## src/rtl/param_loader.sv

```systemverilog
// UART-fed parameter RAM loader: SYNC header, descending-address payload writes.
// Define PARAM_LOADER_CSUM_EN to hold address 0 until a trailing XOR checksum byte matches.
module param_loader #(
  parameter logic [7:0]  SYNC_BYTE   = 8'hA5,
  parameter int unsigned FRAME_LEN   = 113,
  parameter int unsigned TIMEOUT_CYC = 50000
) (
  input  logic       clk_LD,
  input  logic       rst,
  input  logic [7:0] rx_data,
  input  logic       rx_done,
  output logic [7:0] w_addr,
  output logic [7:0] w_data,
  output logic       write,
  output logic       read,
  output logic       busy,
  output logic       frame_ok,
  output logic       frame_err
);

  localparam logic [7:0]  LAST    = 8'(FRAME_LEN - 1);
  localparam logic [31:0] TMO_END = 32'(TIMEOUT_CYC - 1);

  typedef enum logic [1:0] {
    S_IDLE = 2'd0,
    S_RECV = 2'd1,
`ifdef PARAM_LOADER_CSUM_EN
    S_CSUM = 2'd2,
`endif
    S_DONE = 2'd3
  } state_e;

  state_e      state_q, state_d;
  logic [7:0]  cnt_q, cnt_d;
  logic [31:0] tmo_q, tmo_d;
  logic [7:0]  w_addr_q, w_addr_d;
  logic [7:0]  w_data_q, w_data_d;
  logic        write_q, write_d;
  logic        ok_q, ok_d;
  logic        err_q, err_d;
`ifdef PARAM_LOADER_CSUM_EN
  logic [7:0]  acc_q, acc_d;
  logic [7:0]  hold_q, hold_d;
`endif

  always_ff @(posedge clk_LD) begin
    if (rst) begin
      state_q  <= S_IDLE;
      cnt_q    <= 8'd0;
      tmo_q    <= 32'd0;
      w_addr_q <= 8'd0;
      w_data_q <= 8'd0;
      write_q  <= 1'b1;
      ok_q     <= 1'b0;
      err_q    <= 1'b0;
`ifdef PARAM_LOADER_CSUM_EN
      acc_q    <= 8'd0;
      hold_q   <= 8'd0;
`endif
    end else begin
      state_q  <= state_d;
      cnt_q    <= cnt_d;
      tmo_q    <= tmo_d;
      w_addr_q <= w_addr_d;
      w_data_q <= w_data_d;
      write_q  <= write_d;
      ok_q     <= ok_d;
      err_q    <= err_d;
`ifdef PARAM_LOADER_CSUM_EN
      acc_q    <= acc_d;
      hold_q   <= hold_d;
`endif
    end
  end

  always_comb begin
    state_d  = state_q;
    cnt_d    = cnt_q;
    tmo_d    = tmo_q;
    w_addr_d = w_addr_q;
    w_data_d = w_data_q;
    write_d  = 1'b1;
    ok_d     = 1'b0;
    err_d    = 1'b0;
`ifdef PARAM_LOADER_CSUM_EN
    acc_d    = acc_q;
    hold_d   = hold_q;
`endif
    unique case (state_q)
      S_IDLE: begin
        if (rx_done && rx_data == SYNC_BYTE) begin
          state_d = S_RECV;
          cnt_d   = LAST;
          tmo_d   = 32'd0;
`ifdef PARAM_LOADER_CSUM_EN
          acc_d   = 8'd0;
`endif
        end
      end
      S_RECV: begin
        if (rx_done) begin
          tmo_d = 32'd0;
          cnt_d = (cnt_q == 8'd0) ? 8'd0 : cnt_q - 8'd1;
`ifdef PARAM_LOADER_CSUM_EN
          acc_d = acc_q ^ rx_data;
          if (cnt_q == 8'd0) begin
            hold_d  = rx_data;
            state_d = S_CSUM;
          end else begin
            write_d  = 1'b0;
            w_addr_d = cnt_q;
            w_data_d = rx_data;
          end
`else
          write_d  = 1'b0;
          w_addr_d = cnt_q;
          w_data_d = rx_data;
          if (cnt_q == 8'd0) begin
            state_d = S_DONE;
            ok_d    = 1'b1;
          end
`endif
        end else if (tmo_q == TMO_END) begin
          // Silence on the line: drop the frame, keep what was written.
          state_d = S_IDLE;
          err_d   = 1'b1;
          tmo_d   = 32'd0;
        end else begin
          tmo_d = tmo_q + 32'd1;
        end
      end
`ifdef PARAM_LOADER_CSUM_EN
      S_CSUM: begin
        if (rx_done) begin
          tmo_d = 32'd0;
          if (rx_data == acc_q) begin
            write_d  = 1'b0;
            w_addr_d = 8'd0;
            w_data_d = hold_q;
            state_d  = S_DONE;
            ok_d     = 1'b1;
          end else begin
            state_d = S_IDLE;
            err_d   = 1'b1;
          end
        end else if (tmo_q == TMO_END) begin
          state_d = S_IDLE;
          err_d   = 1'b1;
          tmo_d   = 32'd0;
        end else begin
          tmo_d = tmo_q + 32'd1;
        end
      end
`endif
      S_DONE: begin
        state_d = S_IDLE;
      end
      default: begin
        state_d = S_IDLE;
      end
    endcase
  end

  assign w_addr    = w_addr_q;
  assign w_data    = w_data_q;
  assign write     = write_q;
  assign read      = (state_q == S_IDLE);
  assign busy      = (state_q != S_IDLE);
  assign frame_ok  = ok_q;
  assign frame_err = err_q;

endmodule

```

## config.mk

```make
export PLATFORM = sky130hd
export DESIGN_NAME = param_loader
export DESIGN_NICKNAME = d
export VERILOG_FILES = /design/src/rtl/param_loader.sv
export SDC_FILE = /design/constraint.sdc
export NUM_CORES = 1
export LEC_CHECK = 0
export ABC_AREA = 1
export CAP_MARGIN = 15
export CELL_PAD_IN_SITES_DETAIL_PLACEMENT = 1
export CELL_PAD_IN_SITES_GLOBAL_PLACEMENT = 2
export CORE_MARGIN = 5
export CORE_UTILIZATION = 31
export DETAILED_ROUTE_END_ITERATION = 16
export PLACE_DENSITY = 0.89
export SKIP_LAST_GASP = 1
export SLEW_MARGIN = 10
export SYNTH_ARGS = -nofsm -noshare
export SYNTH_HDL_FRONTEND = slang
export SYNTH_SLANG_ARGS = --single-unit
```

## constraint.sdc

```tcl
create_clock -name clk_LD -period 1.9 [get_ports clk_LD]
set_input_delay 0.19 -clock clk_LD [delete_from_list [all_inputs] [get_ports clk_LD]]
set_output_delay 0.19 -clock clk_LD [all_outputs]
set_load 0.03 [all_outputs]
```

==> out/metrics.cfg, run 1 <==
[critical_path]
cp_max_fo=17
crit_chain=ha_2, nand2_2, nor2_4, nand2_1, nor2_1, nand2_1, nand2_2, nand2_4, nand2_8, nor2_1
r2r-end=tmo_q[21]
cp.arrival_ps=1960
ff2ff_setup_slack_ps=180
worstPathRequired_ps=2140
slowest_stage=dfxtp_1
rr_worst_depth=10
cp-start-kind=flip-flop
end_kind=flip-flop
crit_type=flip-flop to flip-flop
r2r_start=tmo_q[0]
slowest_delay_ps=340

[power_and_ir_drop]
p_leak_nw=1.67
power_density_mw_per_mm2=619
vdd_drop_max_uv=274

[place]
place_ws_ps=20.2
io_buffers=31
dp_hpwl_um=8390
gp_congestion=0.836

[synthesis]
synth-xor-area-share_pct=0
yosys.area.top_type=dfxtp_1
netlist-cell-type-count=32
ys_seq_elements=61
synth-seq-area-share_pct=35.8
synth_area_leaders=dfxtp_1, nand2_1, nor2_1
yosys.cell_count.top_type=nand2_1
synthCells=549
synth_fa_ha_area_share_pct=1.10
yosys_most_used_dff=dfxtp_1
yosys.area_share.simple_pct=44.5
syn-num-nets=563
synth.mux.area_fraction_pct=0
synth_edf_count=0
async_flop_share_pct=0
synth_top_cell_area_share_pct=35.8
syn_avg_cell_area_um2=6.22
synth_top_family_by_area=simple AND/OR/NAND/NOR gates
synthTopCellsByCount=nand2_1, nor2_1, dfxtp_1
syn_area_mm2=0.00341
synth_compound_area_share_pct=9.82
ys_warn_count=0

[timing]
max_freq_mhz=582
finClkSkew_ps=12.1
postLayoutSetupSlackWorst_ps=181
setup_viol=0
relSlewSlack_pct=75.1
hold_viol=0
rsz0062_at_grt=false
post-route-period-util_pct=90.5
finalMaxSlewViolations=0
timing.setup.tns_ps=0
worstMarginPinSlew_ps=370
layout_min_cycle_time_ps=1720

[final_layout]
seqCellArea_mm2=0.00122
area.growth.synth_to_final_pct=22.5
diodes=0
layout-drive-gt1-share_pct=9.21
nFillCells=1443
fin_nets=607
multi_input_area_mm2=0.00191

[clocking]
clock_path_buffers=2
clk_latency_ps=360
clkTransAtPathRegs_ps=70
numCtsBuffers=9
root_buffer=clkbuf_8
cts_tree=yes
cts_sinks=61
ctsHtreeMaxLevel=3

[routing]
wl_um=10900
ant_nets=0
drtPass1Iterations=4
wl_per_cell_um=14.8
num_vias=3668
avgViaCountPerCell=4.98
drtIter0Drc=161
route.detailed.drc=0

[die]
initial_utilization_pct=31.6
die_area_mm2=0.0132
coreArea_mm2=0.0108
die_w_um=115
placementRows=38
dieHeight_um=115
ios=32

[grt]
grt_max_degree=27
antenna_found_initial=0
grt_pass1_wl_um=18700
grt_pass1_vias=3871
gr-usage-all-layers_pct=17.6
grt_remaining_overflow=0

[worst_hold_path]
min-delay-start=rx_data[4]
hold_class=input port to flip-flop
whs_path_depth=3
whs_endpoint=w_data[4]

[job]
cap_viol_max_count=0

[run_status]
outcome=complete, no violations

[critical path: cells and delay by family (launching register included)]
| kind | cells | cell delay (ps) |
|---|---|---|
| simple gates | 9 | 1050 |
| fa+ha+maj | 1 | 220 |
| flops | 1 | 340 |
[per-stage QoR]
stage          cells  cell area, um2  total power [W]  hold WS [ps]  util [%]
2_1_floorplan    549            3410          0.00136           269         -
6_report         737            4180          0.00259           413      38.7
5_1_grt          737            4180          0.00268           455      38.7
3_3_place_gp     722            3960          0.00140           448      36.7
3_5_place_dp     722            3960          0.00140           460      36.7
4_1_cts          737            4160          0.00261           407      38.6
[per-layer routing]
metal / share of wire, % / GRT usage (%) / wire (um)
met5: 0 / 0 / 0
met4: 2.0 / 6.96 / 223
met3: 3.2 / 3.11 / 355
met2: 49 / 30.0 / 5330
met1: 46 / 22.1 / 5030
[layout by cell type, fill, tap and decap left out, drive strengths merged, types with 3 or more instances in the layout]
cell type	n
a21oi	26
buf	14
clkbuf	11
clkdlybuf4s50	29
clkinv	4
dfxtp	61
ha	3
inv	60
nand2	155
nand3	37
nand4	24
nor2	120
nor3	6
o21ai	29
o21bai	4
[how the worst max path moves through the flow]
stage                          start   endpoint  slack, ps  cells past startpoint
after floorplan           state_q[1]   cnt_q[2]         50                      6
after global placement    rx_data[0]  tmo_q[19]         70                      9
after detailed placement  rx_data[7]  tmo_q[29]         20                      9
after CTS                   tmo_q[0]  tmo_q[21]         70                     10
after global routing        tmo_q[6]  tmo_q[29]         10                     10
final                       tmo_q[0]  tmo_q[21]        180                     10
[report_power, final]
part           switching [W]  total (W)  leakage [nW]  internal (W)
combinational      0.0000556  0.0000932          1.08     0.0000376
clock               0.000548    0.00121         0.101      0.000665
sequential        0.00000134    0.00128         0.493       0.00128
[timing repair]
item                       4_1_cts  5_1_grt
setup buffers                    0        0
hold buffers                     0        0
cloned                           0        0
setup endpoints to repair        2       17
gates resized for setup          3        6
[final cells by class]
type,count,share of cell area (%)
Clock buffer,11,3.62
Clock inverter,4,1.14
Inverter,62,5.57
Multi-Input combinational cell,414,45.7
Sequential cell,61,29.3
Tap cell,140,4.19
Timing Repair Buffer,45,10.5
[state kept, by name, summed over array words and instances, names as in the netlist]
register	cells
w_addr	8
tmo_q	32
cnt_q	8
w_data	8
frame_err	1
write	1
state_q	2
frame_ok	1
[cells by family after synthesis]
family | count (synthesis)
flip-flops | 61
AND/OR/NAND/NOR | 350
AO/OA/AOI/OAI | 61
buffers and inverters | 74
adder cells (fa/ha/maj) | 3
Note: power is estimated with default switching activity, not from simulation.
==> inputs of run 2 (changes only) <==
--- a/config.mk
+++ b/config.mk
@@ -6,13 +6,13 @@
 export NUM_CORES = 1
 export LEC_CHECK = 0
 export ABC_AREA = 1
-export CAP_MARGIN = 15
 export CELL_PAD_IN_SITES_DETAIL_PLACEMENT = 1
 export CELL_PAD_IN_SITES_GLOBAL_PLACEMENT = 2
 export CORE_MARGIN = 5
 export CORE_UTILIZATION = 31
 export DETAILED_ROUTE_END_ITERATION = 16
 export PLACE_DENSITY = 0.89
+export REMOVE_ABC_BUFFERS = 1
 export SKIP_LAST_GASP = 1
 export SLEW_MARGIN = 10
 export SYNTH_ARGS = -nofsm -noshare
==> out/metrics.cfg, run 2 (same netlist as run 1, synthesis figures left out) <==
[critical_path]
rr_worst_depth=10
crit_path_start=tmo_q[1]
r2r-end=tmo_q[30]
worstPathRequired_ps=2160
ff2ff_setup_slack_ps=150
crit_type=flip-flop to flip-flop
cp-start-kind=flip-flop
r2r_start=tmo_q[1]
cp_max_fo=17
end_kind=flip-flop
cp.arrival_ps=2000

[grt]
grt_pass1_vias=3727
gr-usage-all-layers_pct=17.5
antenna_found_initial=0
grt_pass1_wl_um=18300
grt_max_degree=27
grt_remaining_overflow=0

[die]
die_area_mm2=0.0132
placementRows=38
die_w_um=115
ios=32
coreArea_mm2=0.0108
initial_utilization_pct=31.6
dieHeight_um=115

[clocking]
clk_latency_ps=370
cts_sinks=61
cts_hold_buffers=0
cts_tree=yes
root_buffer=clkbuf_8
numCtsBuffers=9
ctsHtreeMaxLevel=3
clock_path_buffers=2
clkTransAtPathRegs_ps=80

[routing]
wl_um=10800
num_vias=3635
route.detailed.drc=0
drtIter0Drc=179
avgViaCountPerCell=4.93
wl_per_cell_um=14.7
ant_nets=0
drtPass1Iterations=4

[timing]
holdWs_ps=398
rsz0062_at_grt=true
finClkSkew_ps=10.9
relSlewSlack_pct=74.1
worstMarginPinSlew_ps=384
hold_viol=0
max_freq_mhz=573
post-route-period-util_pct=91.9
postLayoutSetupSlackWorst_ps=154
finalMaxSlewViolations=0
setup_viol=0
layout_min_cycle_time_ps=1750

[place]
dp_hpwl_um=8250
gp_congestion=0.817
io_buffers=31
place_ws_ps=-9.86

[final_layout]
fin_nets=606
area.growth.synth_to_final_pct=22.0
diodes=0
largest_register_ffs=32
layout_common_cells=nand2_1, nor2_1, inv_1
top_register=tmo_q
layout-drive-gt1-share_pct=9.72
final_common_cell=nand2_1
nFillCells=1444

[worst_hold_path]
whs_endpoint=w_data[4]
hold_class=input port to flip-flop
min-delay-start=rx_data[4]
whs_path_depth=3

[power_and_ir_drop]
finalPower_w=0.00248
p_leak_nw=1.65
power_density_mw_per_mm2=595
vdd_drop_max_uv=483

[job]
cap_viol_max_count=0

[run_status]
outcome=complete, no violations

[run 2: cell count changes in the layout (fill, tap and decap cells not counted), sizes merged]
| cell | before | now |
|---|---|---|
| clkinvlp | 1 | 2 |
| bufinv | 1 | 0 |
| buf | 14 | 13 |
| inv | 60 | 62 |
| clkbuf | 11 | 10 |
[run 2: timing repair]
action	in CTS	in global routing
buffers inserted	0	0
gates resized for setup	3	8
endpoints found under the setup margin	2	17
[run 2: how the worst max path moves through the flow]
stage                      endpoint  slack, ps  cells after the start
after floorplan            cnt_q[2]        -40                      9
after global placement    tmo_q[22]         30                      9
after detailed placement  tmo_q[21]        -10                     11
after CTS                 tmo_q[30]         70                     10
after global routing      tmo_q[22]         -7                      9
final                     tmo_q[30]        150                     10
[run 2: power breakdown]
part / switching [W] / internal (W) / total, W
Combinational: 0.0000559 / 0.0000376 / 0.0000935
Clock: 0.000587 / 0.000516 / 0.00110
Sequential: 0.00000137 / 0.00128 / 0.00128
Total: 0.000644 / 0.00183 / 0.00248
[run 2: cell type report]
class / count / area, um2 / share of cell area [%]
multi-input combinational: 414 / 1910 / 46.0
sequential: 61 / 1230 / 29.5
timing repair buffer: 44 / 430 / 10.3
inverter: 62 / 233 / 5.59
tap: 140 / 175 / 4.21
clock buffer: 10 / 138 / 3.31
clock inverter: 6 / 46.3 / 1.11
[run 2: metrics by stage]
stage / utilization, % / instances / instance area, um2 / TNS [ps]
after global placement: 36.6 / 721 / 3960 / 0
after detailed placement: 36.6 / 721 / 3960 / -17.2
after global routing: 38.6 / 737 / 4160 / -6.54
after CTS: 38.3 / 737 / 4140 / 0
after floorplan: - / 537 / 3350 / -110
final: 38.6 / 737 / 4160 / 0
[run 2: critical path: stages (launching register included)]
cell	delay, ps
dfxtp_1	380
ha_2	230
nand2_2	90
nor2_4	140
nand2_1	70
nor2_1	110
nand2_1	130
nand2_2	150
nand2_4	110
nand2_8	140
nor2_1	70
[run 2: routing by layer]
layer  share of wire [%]  track usage, %  wire length, um  up-vias
met4                 1.6            6.10              171        0
met1                  47            22.4             5080     1751
met2                  49            29.1             5310       29
li1                    -               -                -     1840
met5                   0               0                0        -
met3                 2.4            4.00              265       15
==> inputs of run 3 (changes only) <==
--- a/config.mk
+++ b/config.mk
@@ -14,7 +14,7 @@
 export PLACE_DENSITY = 0.89
 export REMOVE_ABC_BUFFERS = 1
 export SKIP_LAST_GASP = 1
-export SLEW_MARGIN = 10
+export SLEW_MARGIN = 25
 export SYNTH_ARGS = -nofsm -noshare
 export SYNTH_HDL_FRONTEND = slang
 export SYNTH_SLANG_ARGS = --single-unit
==> results of run 3 <==
Same layout as run 2: the final DEF is identical, and so are final timing and power.
